[src/rtl/spi_reg_bank.sv]
// ---------------------------------------------------------------------------
// spi_reg_bank
//   Register bank behind an SPI slave front-end. Command bytes select a read
//   or write transaction and a target address; data words are then written to
//   control registers or read back from control/status registers through a
//   registered txd_data word that is stable before the next data transaction.
//
// Ports
//   clk        system clock
//   rst        synchronous reset, active-high
//   dcmd       command byte {wr, ainc, addr[5:0]}, valid with cmd_done
//   cmd_done   1-cycle pulse: command byte complete
//   rxd_data   received data word, valid with data_done
//   data_done  1-cycle pulse: data transaction complete
//   txd_data   word to send on the next data transaction
//   stat_flat  status inputs, reg NUM_CTRL+i = stat_flat[i*DW +: DW]
//   ctrl_flat  control registers, reg i = ctrl_flat[i*DW +: DW]
//   wr_strobe  1-cycle pulse after a control register write
//   wr_addr    address of the last control write
//   err        sticky protocol/address error flag
//   err_clr    clears err unless a new error occurs in the same cycle
// ---------------------------------------------------------------------------
module spi_reg_bank #(
   parameter int DATA_WIDTH = 16,
   parameter int CMD_WIDTH  = 8,
   parameter int NUM_CTRL   = 8,
   parameter int NUM_STAT   = 4
) (
   input  logic                           clk,
   input  logic                           rst,
   input  logic [CMD_WIDTH-1:0]           dcmd,
   input  logic                           cmd_done,
   input  logic [DATA_WIDTH-1:0]          rxd_data,
   input  logic                           data_done,
   output logic [DATA_WIDTH-1:0]          txd_data,
   input  logic [NUM_STAT*DATA_WIDTH-1:0] stat_flat,
   output logic [NUM_CTRL*DATA_WIDTH-1:0] ctrl_flat,
   output logic                           wr_strobe,
   output logic [5:0]                     wr_addr,
   output logic                           err,
   input  logic                           err_clr
);

   localparam logic [5:0] LAST   = 6'(NUM_CTRL + NUM_STAT - 1);
   localparam logic [5:0] CTRL_N = 6'(NUM_CTRL);

   typedef enum logic [1:0] {
      IDLE     = 2'd0,
      WR_ARMED = 2'd1,
      RD_ARMED = 2'd2
   } state_t;

   state_t                r_state;
   state_t                w_state_nx;
   logic [5:0]            r_addr;
   logic [5:0]            w_addr_nx;
   logic                  r_ainc;
   logic                  w_ainc_nx;
   logic                  w_wr_en;
   logic                  w_err_set;
   logic [DATA_WIDTH-1:0] r_ctrl [NUM_CTRL];
   logic [DATA_WIDTH-1:0] r_txd;
   logic [DATA_WIDTH-1:0] w_txd_nx;
   logic                  r_wr_strobe;
   logic [5:0]            r_wr_addr;
   logic                  r_err;

   // State, address and auto-increment flag
   always_ff @(posedge clk) begin
      if (rst) begin
         r_state <= IDLE;
         r_addr  <= '0;
         r_ainc  <= 1'b0;
      end else begin
         r_state <= w_state_nx;
         r_addr  <= w_addr_nx;
         r_ainc  <= w_ainc_nx;
      end
   end

   // Next state, next address, write enable and error detection
   always_comb begin
      w_state_nx = r_state;
      w_addr_nx  = r_addr;
      w_ainc_nx  = r_ainc;
      w_wr_en    = 1'b0;
      w_err_set  = 1'b0;
      if (cmd_done) begin
         // a command always wins; a coincident data word is dropped as an error
         w_addr_nx  = dcmd[5:0];
         w_ainc_nx  = dcmd[6];
         w_state_nx = dcmd[7] ? WR_ARMED : RD_ARMED;
         w_err_set  = data_done;
      end else if (data_done) begin
         case (r_state)
            IDLE:     w_err_set = 1'b1;
            WR_ARMED: begin
               if (r_addr < CTRL_N) w_wr_en   = 1'b1;
               else                 w_err_set = 1'b1;
            end
            RD_ARMED: begin
               if (r_addr > LAST) w_err_set = 1'b1;
            end
            default: w_err_set = 1'b0;
         endcase
         // dropped writes still advance the address
         if ((r_state != IDLE) && r_ainc)
            w_addr_nx = (r_addr == LAST) ? '0 : r_addr + 6'd1;
      end
   end

   // Read mux on the next address so txd_data is ready one cycle after the
   // command or data word; status inputs are re-sampled every cycle.
   always_comb begin
      w_txd_nx = '0;
      if (w_state_nx == RD_ARMED) begin
         for (int unsigned i = 0; i < NUM_CTRL; i++)
            if (w_addr_nx == 6'(i)) w_txd_nx = r_ctrl[i];
         for (int unsigned j = 0; j < NUM_STAT; j++)
            if (w_addr_nx == 6'(NUM_CTRL + j))
               w_txd_nx = stat_flat[j*DATA_WIDTH +: DATA_WIDTH];
      end
   end

   // Control registers, write strobe, txd and error flag
   always_ff @(posedge clk) begin
      if (rst) begin
         for (int unsigned i = 0; i < NUM_CTRL; i++) r_ctrl[i] <= '0;
         r_txd       <= '0;
         r_wr_strobe <= 1'b0;
         r_wr_addr   <= '0;
         r_err       <= 1'b0;
      end else begin
         r_txd       <= w_txd_nx;
         r_wr_strobe <= w_wr_en;
         if (w_wr_en) begin
            r_wr_addr <= r_addr;
            for (int unsigned i = 0; i < NUM_CTRL; i++)
               if (r_addr == 6'(i)) r_ctrl[i] <= rxd_data;
         end
         if (w_err_set)    r_err <= 1'b1;
         else if (err_clr) r_err <= 1'b0;
      end
   end

   always_comb begin
      ctrl_flat = '0;
      for (int unsigned i = 0; i < NUM_CTRL; i++)
         ctrl_flat[i*DATA_WIDTH +: DATA_WIDTH] = r_ctrl[i];
   end

   assign txd_data  = r_txd;
   assign wr_strobe = r_wr_strobe;
   assign wr_addr   = r_wr_addr;
   assign err       = r_err;

endmodule

[config.mk]
export PLATFORM = sky130hd
export DESIGN_NAME = spi_reg_bank
export DESIGN_NICKNAME = d
export VERILOG_FILES = /design/src/rtl/spi_reg_bank.sv
export SDC_FILE = /design/constraint.sdc
export NUM_CORES = 1
export LEC_CHECK = 0
export ABC_CLOCK_PERIOD_IN_PS = 3500
export BUFFER_PORTS_ARGS = -buffer_cell sky130_fd_sc_hd__buf_2
export CAP_MARGIN = 10
export CELL_PAD_IN_SITES_DETAIL_PLACEMENT = 2
export CELL_PAD_IN_SITES_GLOBAL_PLACEMENT = 2
export CORE_MARGIN = 5
export CORE_UTILIZATION = 30
export CTS_BUF_LIST = sky130_fd_sc_hd__clkbuf_8 sky130_fd_sc_hd__clkbuf_16
export DETAILED_ROUTE_END_ITERATION = 8
export HOLD_SLACK_MARGIN = 0.02
export PLACE_DENSITY = 0.82
export SYNTH_ARGS = -nofsm -noshare
export SYNTH_HDL_FRONTEND = slang
export SYNTH_SLANG_ARGS = --single-unit
[constraint.sdc]
create_clock -name clk -period 3.5 [get_ports clk]
set_input_delay 0.525 -clock clk [delete_from_list [all_inputs] [get_ports clk]]
set_output_delay 0.525 -clock clk [all_outputs]
set_load 0.02 [all_outputs]
==> results_dict.tcl <==
set metrics [dict create \
    placed_area_um2 9395 \
    post-route-util_pct 39.67 \
    holdCritPathClass "in2reg" \
    r2r-end "txd_data[9]" \
    regArea_um2 4504 \
    fin_crit_ns 3.093 \
    synth_edf_count 128 \
    hold_viol_final 0 \
    status "complete, no violations" \
    vias 6925 \
    dp.cells 1275 \
    routedWlPerCell_um 25.65 \
    ys_seq_area_share_pct 58.27 \
    netlist-cell-type-count 67 \
    syn_avg_cell_area_um2 10.83 \
    grt_pass1_wl_um 49160 \
    critPathLaunchType "register" \
    fin_area_um2 10020 \
    tightest_slew_ns 0.9112 \
    syn_nets 811 \
    finalMaxSlewViolations 0 \
    cts-root-buf "clkbuf_16" \
    final_common_cell "buf_2" \
    post_cts_buffers 0 \
    clock_latency_ns 0.44 \
    fmax_mhz 323.3 \
    nFillCells 2760 \
    multi_input_area_um2 2922 \
    tns_ns 0 \
    whs_ns 0.3121 \
    ys_top_cells_by_area "edfxtp_1 (50%), dfxtp_1 (8.5%), nor2_1 (5.8%)" \
    yosys_warnings 0 \
    cp-end-kind "register" \
    hp-start "stat_flat[44]" \
    antenna_found_initial 1 \
    grt_max_degree 34 \
    drive_above_1_share_pct 35.01 \
    min_period_over_period_pct 88.37 \
    pin_count 245 \
    leakagePower_nw 4.258 \
    ys_seq_elements 161 \
    power_density_nw_per_um2 492.6 \
    netlist_area_um2 7730 \
    groute.usage.overall_pct 22.63 \
    worstRegToRegCells 8 \
    antenna_left 0 \
    final_cell_mix "buf_2 (244), edfxtp_1 (128), nor2_1 (119)" \
    dpl.hpwl_um 24770 \
    antenna_cells 0 \
    row_count 58 \
    pre_cts_ws_ns 0.2358 \
    cts_buffers 17 \
    cts_tree "built" \
    die_height_um 170.5 \
    synthArstFlopShare_pct 0 \
    routed_wirelength_um 33520 \
    synth.top_cell.area_share_pct 49.72 \
    p_total_mw 4.935 \
    setup_ws_ns 0.4071 \
    clk_pin_slew_ns 0.08 \
    drtIter0Drc 618 \
    cts_buffer_depth 2 \
    required_ns 3.87 \
    grt_pass1_vias 7668 \
    ir_drop_mv 0.2861 \
    setup_viol_count_final 0 \
    nets 1061 \
    place_congestion 0.8426 \
    dieWidth_um 170.5 \
    stdcell_count 1307 \
    fp.dieArea_um2 29080 \
    cts_resized 0 \
    holdPathEnd "txd_data[12]" \
    dr.pass1.iters 5 \
    io_buffers 244 \
    worst_slew_margin_rel_pct 39.26 \
    initial_core_util_pct 30.61 \
    drv_cap 0 \
    reg2reg_from "r_addr[0]" \
    rsz0062_at_grt "no" \
    drc 0 \
    reg2reg_slack_ns 0.41 \
    cts.sinks 161 \
    core-area_um2 25250 \
    grt_overflow 0 \
    worst-setup-path-type "reg2reg" \
    synth_ff_type "edfxtp_1" \
    holdBufCountCts 0 \
    htreeDepth 4 \
    cp_max_fo 11 \
    cp.arrival_ns 3.46 \
    syn_inst 714 \
    via_per_inst 5.298 \
    fin_skew_ns 0.01380 \
    synth_top_cell_by_area "edfxtp_1" \
    min_path_cells 3 \
    area_growth_pct 29.61 \
]
==> synthesized netlist by cell type (2+ instances only) <==
cell,count
o21ai_0,34
and3_1,26
clkbuf_1,22
o211ai_1,3
nor3_2,2
buf_6,3
a31oi_1,2
o21ai_1,12
and2_1,5
nor3_1,17
nor4_4,2
buf_2,17
or3_1,2
o211ai_2,3
a211oi_1,11
a2111oi_2,2
o311a_1,2
a22oi_1,13
mux2i_1,16
o221ai_1,11
dfxtp_1,33
nand3_1,19
nand2_1,48
nand4_1,2
a21o_2,10
a21oi_1,38
edfxtp_1,128
a21boi_0,10
nand2b_1,28
a21o_1,4
a221o_1,2
nor2b_1,2
a32o_1,2
ha_1,4
nor4bb_1,2
nor2_1,120
a311oi_1,2
o2111ai_1,3
buf_4,3
inv_1,22
==> layout make-up <==
class,count,area share (%)
clock inverters,15,1.973
inverters,22,0.8243
multi-input cells,486,29.16
flip-flops and latches,161,44.96
repair buffers,276,14.71
well taps,330,4.121
clock buffers,17,4.246
==> worst max-delay path, stage by stage, from the launching register on <==
cell and delay [ns]:
dfxtp_1 0.37, ha_1 0.29, and3_2 0.25, and4_1 0.26, o311ai_4 0.47, nor3_2 0.17, a21oi_1 0.76, o221ai_1 0.26
o22ai_1 0.21
==> flip-flops by register name (all words and copies together), names as in the netlist <==
register and cells:
r_ctrl 128, txd_data 16, r_addr 6, wr_addr 6
r_state 2, err 1, r_ainc 1, wr_strobe 1
==> report_power, final <==
part | internal, mW | switching (mW)
Sequential | 2.14 | 0.0584
Clock | 1.15 | 0.902
Combinational | 0.216 | 0.465
Total | 3.51 | 1.43
==> logic make-up after synthesis <==
family | share of synthesized area, %
buf+inv | 3.966
simple gates | 18.48
fa+ha+maj | 0.6475
flops | 58.27
mux | 2.217
compound gates | 16.41
==> routing by layer <==
layer	part of all wire, %	vias up	track usage [%]
met5	0.039	-	0
met4	3.1	2	8.264
met3	7.9	53	6.608
met2	48	277	37.24
met1	41	3482	28.38
li1	-	3111	-
==> worst max path at each step <==
stage | slack [ns] | endpoint | depth (start not counted) | start
final | 0.41 | txd_data[9] | 8 | r_addr[0]
after global routing | 0.22 | txd_data[4] | 8 | r_addr[0]
after CTS | 0.39 | txd_data[9] | 8 | r_addr[0]
after detailed placement | 0.24 | txd_data[9] | 8 | cmd_done
after global placement | 0.32 | txd_data[9] | 8 | cmd_done
after floorplan | 0.98 | txd_data[0] | 10 | cmd_done
No activity file was read; power rests on OpenSTA's default activity.
